[src/rtl/fetch.sv]
// Program-counter register for the single-cycle CPU fetch stage.
// Each rising edge loads PC+4, or B_addr when a conditional branch is taken.
module fetch (
    input  logic        Clock,
    input  logic        Reset,
    input  logic        B,
    input  logic        Z,
    input  logic [31:0] B_addr,
    output logic [31:0] addr
);

    logic [31:0] pc_reg;
    logic [31:0] pc_next;
    logic [31:0] pc_plus4;
    logic        take;

    // Wraps modulo 2^32; there is no carry out.
    assign pc_plus4 = pc_reg + 32'd4;
    assign take     = B & Z;
    // The branch target is used verbatim: no offset, shift or alignment.
    assign pc_next  = take ? B_addr : pc_plus4;

    always_ff @(posedge Clock or negedge Reset) begin
        if (!Reset) begin
            pc_reg <= 32'h0000_0000;
        end else begin
            pc_reg <= pc_next;
        end
    end

    assign addr = pc_reg;

endmodule

[config.mk]
export PLATFORM = sky130hd
export DESIGN_NAME = fetch
export DESIGN_NICKNAME = d
export VERILOG_FILES = /design/src/rtl/fetch.sv
export SDC_FILE = /design/constraint.sdc
export NUM_CORES = 1
export LEC_CHECK = 0
export CORE_AREA = 3 3 68 70
export DETAILED_ROUTE_END_ITERATION = 8
export DIE_AREA = 0 0 71 73
export PLACE_DENSITY = 0.8
export SLEW_MARGIN = 20
export SYNTH_ARGS = -nofsm -noshare
export SYNTH_HDL_FRONTEND = slang
export SYNTH_SLANG_ARGS = --single-unit
[constraint.sdc]
create_clock -name Clock -period 5 [get_ports Clock]
set_clock_uncertainty 0.2 [all_clocks]
set_input_delay 0.75 -clock Clock [delete_from_list [all_inputs] [get_ports Clock]]
set_output_delay 0.75 -clock Clock [all_outputs]
set_load 0.01 [all_outputs]
# --- After elaboration in Yosys (flattened, before gate mapping) ---
# Index checks and enable logic that the tools add are counted.
classes:
  add_sub_neg: 1
  n_mul: 0
  div_mod_pow: 0
  order_cmp: 0
  n_eq_ne: 0
  shift: 0
  mux: 1
  n_bitwise: 1
  reduce_logical: 0
ops:
  columns: ["operator", "n"]
  rows:
  - ["$add 32x3->32 const B", 1]
  - ["$mux 32", 1]
  - ["$and 1x1->1", 1]
word_totals:
  regBits: 32
  latch_bits: 0
  ramBits: 0
  rom_bits: 0
  inputBits: 36
  word_cells: 4
  n_memories: 0

# --- Depth between registers and ports, before layout ---
# Gate-level depths: netlist of the first run.
logic_depth:
  ltp_word: 2
  depth_mapped: 6
  ltp_nobuf: 5

# --- Least setup slack after synthesis of the first run ---
# Ideal clock, no wire load.
synth_path:
  kind: "flip-flop to flip-flop"
  start: "register pc_reg[2] (netlist: addr[2])"
  end: "register pc_reg[28] (netlist: addr[28])"
  t_arrival_ns: 1.802
  required_time_ns: 4.731
  slack_ns: 2.929
  path_stages_with_launch: 6
  path_buffers: 0
  synth_period_minus_slack_ns: 2.071
  cell_sequence: "dfrtp_1 -> ha_1 -> and3_4 -> or4b_1 -> or4_1 -> nand3_1"
synth_between:
  elab_chain_cells: 2
synth_rtl:
  columns: ["item", "line", "source"]
  rows:
  - ["start: declaration", "12", "logic [31:0] pc_reg;"]
  - ["start signal: assignment", "27", "pc_reg <= pc_next;"]
  - ["$add 32x3->32", "18", "assign pc_plus4 = pc_reg + 32'd4;"]
  - ["$mux 32", "21", "assign pc_next = take ? B_addr : pc_plus4;"]
  - ["net pc_next[28]", "13", "logic [31:0] pc_next;"]
# The timed path passes the listed nets, and every way through them passes these cells.

# --- Worst setup path after layout of the first run ---
layout_path:
  start: "register pc_reg[14] (netlist: addr[14])"
  end: "output port addr[14]"
layout_rtl:
  columns: ["item", "line", "source"]
  rows:
  - ["end: declaration", "9", "output logic [31:0] addr"]
# No word-level cell between the ends.

==> flow_summary.ini, run 1 <==
[outcome]
run_status = complete, no violations

[clock_tree]
tritoncts.num_buffers = 5
buffers_inserted_by_post_cts_timing_repair = 0
cts.clk_slew.worst_paths_ns = 0.06
tritoncts_clock_tree = built
clock_tree.htree_level_count = 2
cts_buffer_depth = 2
cts_resized = 0
clk_root_buffer_cell = clkbuf_8
clock_sink_count = 32
worstSkewPairLatency_ns = 0.28
number_of_hold_buffers_added_after_cts = 0

[pwr]
post-layout-total-power_mw = 0.834
power.density_nw_per_um2 = 319
power.ir.vdd_worst_uv = 271
leakage_nw = 1.01

[timing]
layout_setup_ws_ns = 2.59
report.final.slew_viol_count = 0
slew_headroom_pct = 29.7
finalHoldViolations = 0
finalSetupTns_ns = 0
unrepaired_setup_endpoints_after_global_routing = no
max_freq_mhz = 414
min_period_ns = 2.41
setup_viol_count_final = 0
final_period_utilization_pct = 48.3
tightestPinTransition_ns = 1.05

[synthesis]
mappedNetlistArea_um2 = 1830
synth_cell_type_count = 31
synth.net_count = 243
number_of_warning_messages_in_the_yosys_log = 0
avgSynthCellArea_um2 = 8.90
ys_seq_elements = 32
seq_area_frac_synth_pct = 43.7
synth_cells = 206

[floorplan]
die_outline_width_um = 71
num_io_pins = 68
initial_util_pct = 45.5
placeableCoreArea_um2 = 4030
rows = 23
die_h_um = 73
dieArea_um2 = 5180

[critical_path]
critical_path.top_delay_family = buffers and inverters
worstReg2RegEnd = addr[21]
path_buf_inv = 1
critical_path_class = reg2out
timing.critical_path.from_type = flop
worst_setup_path_end_kind = primary output
r2r_setup_slack_ns = 2.78
crit_path_max_fanout = 9
crit-reg2reg-launch = addr[5]
max_stage_delay_cell_worst_path = clkdlybuf4s50_1
ff2ff_path_depth = 4
critPathArrivalTime_ns = 1.46
critPathRequiredTime_ns = 4.05
startpoint = addr[14]
worstPathCellList = clkdlybuf4s50_1
cpPeakStageDelay_ns = 0.62

[placement]
globalplace.congestion = 0.755
post_dp_cell_area_um2 = 2520
port-buffer-count = 67
dpl_worst_slack_ns = 2.30
final_hpwl_from_detailed_placement_um = 3230

[global_routing]
gr-usage-all-layers_pct = 18.9
initial_antenna_violation_count = 0
globalRoute.totalOverflow = 0
grt_pass1_wl_um = 7730
grt_start_max_net_pins = 36
grt_pass1_vias = 1615

[layout]
largest_register_ff_count = 32
drive_gt1_share_pct = 5.17
utilization_pct = 64.8
most_used_cells_in_the_layout_excluding_fill_and_tap_cells = 67 x clkdlybuf4s50_1, 32 x dfrtp_1, 31 x nand2_1, 17 x nor2_1, 15 x nand3_1
area.growth.synth_to_final_pct = 42.4
antennaDiodeCount = 0
mostFrequentLayoutCell = clkdlybuf4s50_1
finish.instance_area_um2 = 2610
nNetsFinal = 307

[worst_hold_path]
hold_start = addr[0]
worst_hold_path_depth = 2
timing.hold.worst_endpoint = addr[0]
worstHoldPathType = reg2reg

[routing]
route.final.wire_length_um = 4600
drc = 0
routed_wire_length_per_instance_um = 14.3
detailroute.via_count = 1752
post_detailed_route_via_to_cell_ratio = 5.46
ant_nets = 0
drt_pass1_iterations = 4
drt_iter0_drc = 148

[run]
max-cap-violations = 0
## report_power, final
part	switching, mW	internal [mW]	total [mW]
combinational	0.106	0.149	0.256
sequential	0.0684	0.304	0.373
clock	0.0932	0.112	0.205
total	0.268	0.566	0.834
## area by class of cell
| type | count | area, um^2 |
|---|---|---|
| sequential | 32 | 801 |
| timing repair buffer | 68 | 678 |
| fill | 368 | 1420 |
| clock buffer | 8 | 90.1 |
| multi-input combinational | 161 | 973 |
| inverter | 2 | 7.51 |
| tap | 50 | 62.6 |
## kinds of logic (layout without fill, tap and decap cells)
logic type               count (synthesis)  count (layout)  share of synthesized area, %
multiplexers                             1               1                         0.614
buffers and inverters                   13              78                          3.27
AND/OR/NAND/NOR                        106             106                          32.1
AO/OA/AOI/OAI                           41              41                          14.0
adder cells (fa/ha/maj)                  1               1                         0.682
flip-flops                              32              32                          43.7
XOR/XNOR                                12              12                          5.73
## stage by stage
stage | std cells | hold WS [ns]
after floorplan | 206 | 0.254
after global placement | 313 | 0.270
after detailed placement | 313 | 0.265
after CTS | 321 | 0.290
after global routing | 321 | 0.317
final | 321 | 0.288
## cell usage after synthesis (all sizes together)
| cell | instances | area [um^2] |
|---|---|---|
| o211ai | 1 | 7.51 |
| ha | 1 | 12.5 |
| a21oi | 1 | 5.00 |
| nand3b | 1 | 11.3 |
| nand3 | 15 | 75.1 |
| or2 | 1 | 6.26 |
| and2 | 1 | 6.26 |
| nand2 | 32 | 123 |
| clkbuf | 6 | 22.5 |
| or4b | 3 | 30.0 |
| o31ai | 10 | 75.1 |
| nand4 | 9 | 77.6 |
| xnor2 | 5 | 43.8 |
| and4 | 3 | 26.3 |
| dfrtp | 32 | 801 |
| or3 | 4 | 25.0 |
| a31oi | 13 | 81.3 |
| and3 | 9 | 61.3 |
| inv | 2 | 7.51 |
| nor2 | 17 | 63.8 |
| o311ai | 2 | 17.5 |
| mux2 | 1 | 11.3 |
| buf | 5 | 30.0 |
| or4 | 11 | 82.6 |
| xor2 | 7 | 61.3 |
| o21ai | 14 | 70.1 |
## metal layers
layer	global-route usage [%]	wire length (um)
met3	7.30	390
met1	25.4	2130
met5	0	0
met4	6.26	62
met2	28.1	2020
## how the worst max path moves through the flow
stage	end	slack, ns	cells past startpoint
floorplan	addr[28]	2.93	5
global placement	addr[10]	2.31	3
detailed placement	addr[10]	2.30	3
CTS	addr[14]	2.59	1
global route	addr[30]	2.44	4
finish	addr[14]	2.59	1
Note: power is estimated with default switching activity, not from simulation.
==> run 2, diff against run 1 <==
- CORE_AREA: 3 3 68 70 -> 3 3 72 74
- DIE_AREA: 0 0 71 73 -> 0 0 75 77
- PLACE_DENSITY: 0.8 -> 0.75
- clock period: 5 -> 1.95 ns (I/O delays scaled with it)
==> flow_summary.ini, run 2 (synthesized netlist as in run 1, its figures left out) <==
[outcome]
run_status = complete, no violations

[layout]
drive_gt1_share_pct = 19.0
fillers = 405
utilization_pct = 62.5
most_used_cells_in_the_layout_excluding_fill_and_tap_cells = 67 x clkdlybuf4s50_1, 37 x buf_4, 32 x dfrtp_1, 31 x nand2_1, 17 x nor2_1
area.growth.synth_to_final_pct = 58.8
largest_register_ff_count = 32
mostFrequentLayoutCell = clkdlybuf4s50_1
antennaDiodeCount = 0
finish.instance_area_um2 = 2910
nNetsFinal = 343

[floorplan]
placeableCoreArea_um2 = 4660
rows = 25
die_outline_width_um = 75
num_io_pins = 68
initial_util_pct = 39.4
die_h_um = 77
dieArea_um2 = 5780

[global_routing]
gr-usage-all-layers_pct = 19.8
globalRoute.totalOverflow = 0
grt_start_max_net_pins = 33
initial_antenna_violation_count = 0
grt_pass1_wl_um = 8960
grt_pass1_vias = 1973

[timing]
setup_viol_count_final = 0
final_period_utilization_pct = 99.8
min_period_ns = 1.95
report.final.slew_viol_count = 0
finalSetupTns_ns = 0
finalHoldViolations = 0
slew_headroom_pct = 73.5
unrepaired_setup_endpoints_after_global_routing = yes
layout_setup_ws_ns = 0.00417
tightestPinTransition_ns = 0.392
max_freq_mhz = 514

[placement]
dpl_worst_slack_ns = 0.0165
port-buffer-count = 67
globalplace.congestion = 0.782
post_dp_cell_area_um2 = 2790
final_hpwl_from_detailed_placement_um = 3940

[routing]
route.final.wire_length_um = 5220
post_detailed_route_via_to_cell_ratio = 5.38
ant_nets = 0
drc = 0
routed_wire_length_per_instance_um = 14.5
detailroute.via_count = 1937
drt_iter0_drc = 123
drt_pass1_iterations = 4

[worst_hold_path]
worstHoldPathType = in2async

[critical_path]
r2r_setup_slack_ns = 0.004
timing.critical_path.from_type = flop
cpPeakStageDelay_ns = 0.45
worstPathCellList = ha_2, and3_4, or4b_4, or4_1, nand3_1
critPathArrivalTime_ns = 1.97
crit-reg2reg-launch = addr[2]
startpoint = addr[2]
max_stage_delay_cell_worst_path = or4b_4
critical_path_class = reg2reg
worstReg2RegEnd = addr[28]
worst_setup_path_end_kind = flop
ff2ff_path_depth = 5
critical_path.top_delay_family = simple AND/OR/NAND/NOR gates
path_buf_inv = 0
critPathRequiredTime_ns = 1.97
crit_path_max_fanout = 3

[pwr]
post-layout-total-power_mw = 2.29
leakage_nw = 1.20
power.density_nw_per_um2 = 785
power.ir.vdd_worst_uv = 521

[clock_tree]
number_of_hold_buffers_added_after_cts = 0
tritoncts_clock_tree = built
clock_tree.htree_level_count = 2
clk_root_buffer_cell = clkbuf_8
cts_buffer_depth = 2
cts.clk_slew.worst_paths_ns = 0.06
tritoncts.num_buffers = 5
clock_sink_count = 32
worstSkewPairLatency_ns = 0.28

[run]
max-cap-violations = 0
run 2: worst max-delay path by stage:
stage	end	slack (ns)	cells after the start
6_report	addr[28]	0.004	5
3_5_place_dp	addr[24]	0.02	6
4_1_cts	addr[28]	0.004	5
5_1_grt	addr[28]	-0.05	5
2_1_floorplan	addr[28]	-0.11	5
3_3_place_gp	addr[28]	0.05	5
run 2: per-layer routing:
layer	GRT usage [%]	vias up	routed length (um)	share of wire, %
met5	0	-	0	0
met4	6.41	0	102	2.0
met3	5.37	11	330	6.3
met2	31.2	59	2470	47
met1	25.9	902	2310	44
li1	-	965	-	-
run 2: area by class of cell:
cell class / instances / area, um^2 / area share (%)
Multi-Input combinational cell: 161 / 1010 / 34.7
Timing Repair Buffer: 104 / 948 / 32.6
Sequential cell: 32 / 801 / 27.5
Clock buffer: 6 / 72.6 / 2.49
Tap cell: 54 / 67.6 / 2.32
Inverter: 2 / 7.51 / 0.258
Clock inverter: 1 / 5.00 / 0.172
run 2: through the flow:
stage / std cells / hold slack (ns)
final: 360 / 0.206
after global routing: 360 / 0.235
after CTS: 359 / 0.225
after detailed placement: 352 / 0.267
after global placement: 352 / 0.259
after floorplan: 206 / -0.203
run 2: what timing repair did:
action,4_1_cts,5_1_grt
setup endpoints to repair,1,12
buffers inserted,0,1
resized for setup,0,11
pin swaps,1,2
run 2: power by group:
part,internal [mW],total [mW],switching [mW]
registers,0.780,0.872,0.0911
logic,0.529,0.938,0.409
clock network,0.242,0.477,0.235
total,1.55,2.29,0.734
run 2: worst register-to-register path: cells and delay by family, from the launching register on:
kind          cells  cell delay [ns]
flops             1             0.35
fa+ha+maj         1             0.18
simple gates      4             1.15
==> run 3, diff against run 2 <==
- SKIP_LAST_GASP: default -> 1
==> flow_summary.ini, run 3 (synthesized netlist as in run 1, its figures left out) <==
[outcome]
run_status = complete, no violations

[critical_path]
ff2ff_path_depth = 5
crit-reg2reg-launch = addr[2]
startpoint = addr[2]
worst_setup_path_end_kind = flop
timing.critical_path.from_type = flop
r2r_setup_slack_ns = 0.01
max_stage_delay_cell_worst_path = or4b_4
critPathArrivalTime_ns = 1.96
critical_path_class = reg2reg
critPathRequiredTime_ns = 1.97
worstPathCellList = ha_2, and3_4, or4b_4, or4_1, nand3_1
crit_path_max_fanout = 3
cpPeakStageDelay_ns = 0.45

[routing]
routed_wire_length_per_instance_um = 14.4
drc = 0
ant_nets = 0
drt_pass1_iterations = 4
detailroute.via_count = 1930
post_detailed_route_via_to_cell_ratio = 5.36
drt_iter0_drc = 106
route.final.wire_length_um = 5200

[pwr]
power.density_nw_per_um2 = 786
post-layout-total-power_mw = 2.28
power.ir.vdd_worst_uv = 520
leakage_nw = 1.20

[timing]
layout_setup_ws_ns = 0.00980
tightestPinTransition_ns = 0.390
slew_headroom_pct = 73.7
final_period_utilization_pct = 99.5
unrepaired_setup_endpoints_after_global_routing = yes
max_freq_mhz = 515
report.final.slew_viol_count = 0
finalSetupTns_ns = 0
finalHoldViolations = 0
min_period_ns = 1.94
setup_viol_count_final = 0

[layout]
antennaDiodeCount = 0
register_area_um2 = 801
largest_register_ff_count = 32
finish.instance_area_um2 = 2900
multi_input_area_um2 = 1000
utilization_pct = 62.3
drive_gt1_share_pct = 19.0
area.growth.synth_to_final_pct = 58.3
fillers = 406
mostFrequentLayoutCell = clkdlybuf4s50_1
nNetsFinal = 343
most_used_cells_in_the_layout_excluding_fill_and_tap_cells = 67 x clkdlybuf4s50_1, 37 x buf_4, 32 x dfrtp_1, 31 x nand2_1, 17 x nor2_1

[placement]
final_hpwl_from_detailed_placement_um = 3940
dpl_worst_slack_ns = 0.0165
port-buffer-count = 67
globalplace.congestion = 0.782
post_dp_cell_area_um2 = 2790

[floorplan]
placeableCoreArea_um2 = 4660
rows = 25
dieArea_um2 = 5780
die_h_um = 77
initial_util_pct = 39.4
num_io_pins = 68
die_outline_width_um = 75

[clock_tree]
tritoncts_clock_tree = built
cts_buffer_depth = 2
worstSkewPairLatency_ns = 0.28
cts.clk_slew.worst_paths_ns = 0.06
clock_tree.htree_level_count = 2
clock_sink_count = 32
clk_root_buffer_cell = clkbuf_8
tritoncts.num_buffers = 5
number_of_hold_buffers_added_after_cts = 0

[global_routing]
initial_antenna_violation_count = 0
globalRoute.totalOverflow = 0
grt_pass1_wl_um = 8960
grt_pass1_vias = 1973
grt_start_max_net_pins = 33
gr-usage-all-layers_pct = 19.8

[run]
max-cap-violations = 0

[worst_hold_path]
worstHoldPathType = in2async
run 3: cell counts in the layout (fill, tap and decap cells not counted):
No cell type changed its count.
run 3: worst paths after layout:
kind / endpoint
max reg2reg: addr[28]
max in group asynchronous: addr[16]
min in group Clock: addr[0]
min reg2reg: addr[0]
min: addr[17]
max: addr[28]
run 3: repair_timing:
| item | 4_1_cts | 5_1_grt |
|---|---|---|
| resized for setup | 0 | 9 |
| setup buffers | 0 | 1 |
| pin swaps | 1 | 2 |
| endpoints found under the setup margin | 1 | 12 |
run 3: layout make-up:
| cell class | instances | share of cell area, % |
|---|---|---|
| repair buffers | 104 | 32.7 |
| multi-input cells | 161 | 34.5 |
| flip-flops and latches | 32 | 27.6 |
| clock inverters | 1 | 0.172 |
| clock buffers | 6 | 2.50 |
| inverters | 2 | 0.259 |
| well taps | 54 | 2.33 |
run 3: stage by stage:
stage | hold slack, ns | instances
5_1_grt | 0.235 | 360
3_5_place_dp | 0.267 | 352
2_1_floorplan | -0.203 | 206
4_1_cts | 0.225 | 359
3_3_place_gp | 0.259 | 352
6_report | 0.206 | 360
run 3: critical path, delay by kind of cell, from the launching register on:
| kind | cells | cell delay, ns |
|---|---|---|
| flops | 1 | 0.35 |
| simple gates | 4 | 1.14 |
| fa+ha+maj | 1 | 0.18 |
run 3: metal layers:
layer / vias up / track usage (%) / part of all wire (%)
li1: 966 / - / -
met1: 894 / 25.9 / 45
met2: 59 / 31.2 / 47
met3: 11 / 5.37 / 6.4
met4: 0 / 6.41 / 2.0
met5: - / 0 / 0
run 3: where the power goes:
| group | internal (mW) | total (mW) | switching [mW] | leakage [nW] |
|---|---|---|---|---|
| combinational | 0.528 | 0.934 | 0.406 | 0.785 |
| clock | 0.242 | 0.476 | 0.234 | 0.0410 |
| sequential | 0.780 | 0.870 | 0.0899 | 0.373 |
| total | 1.55 | 2.28 | 0.730 | 1.20 |
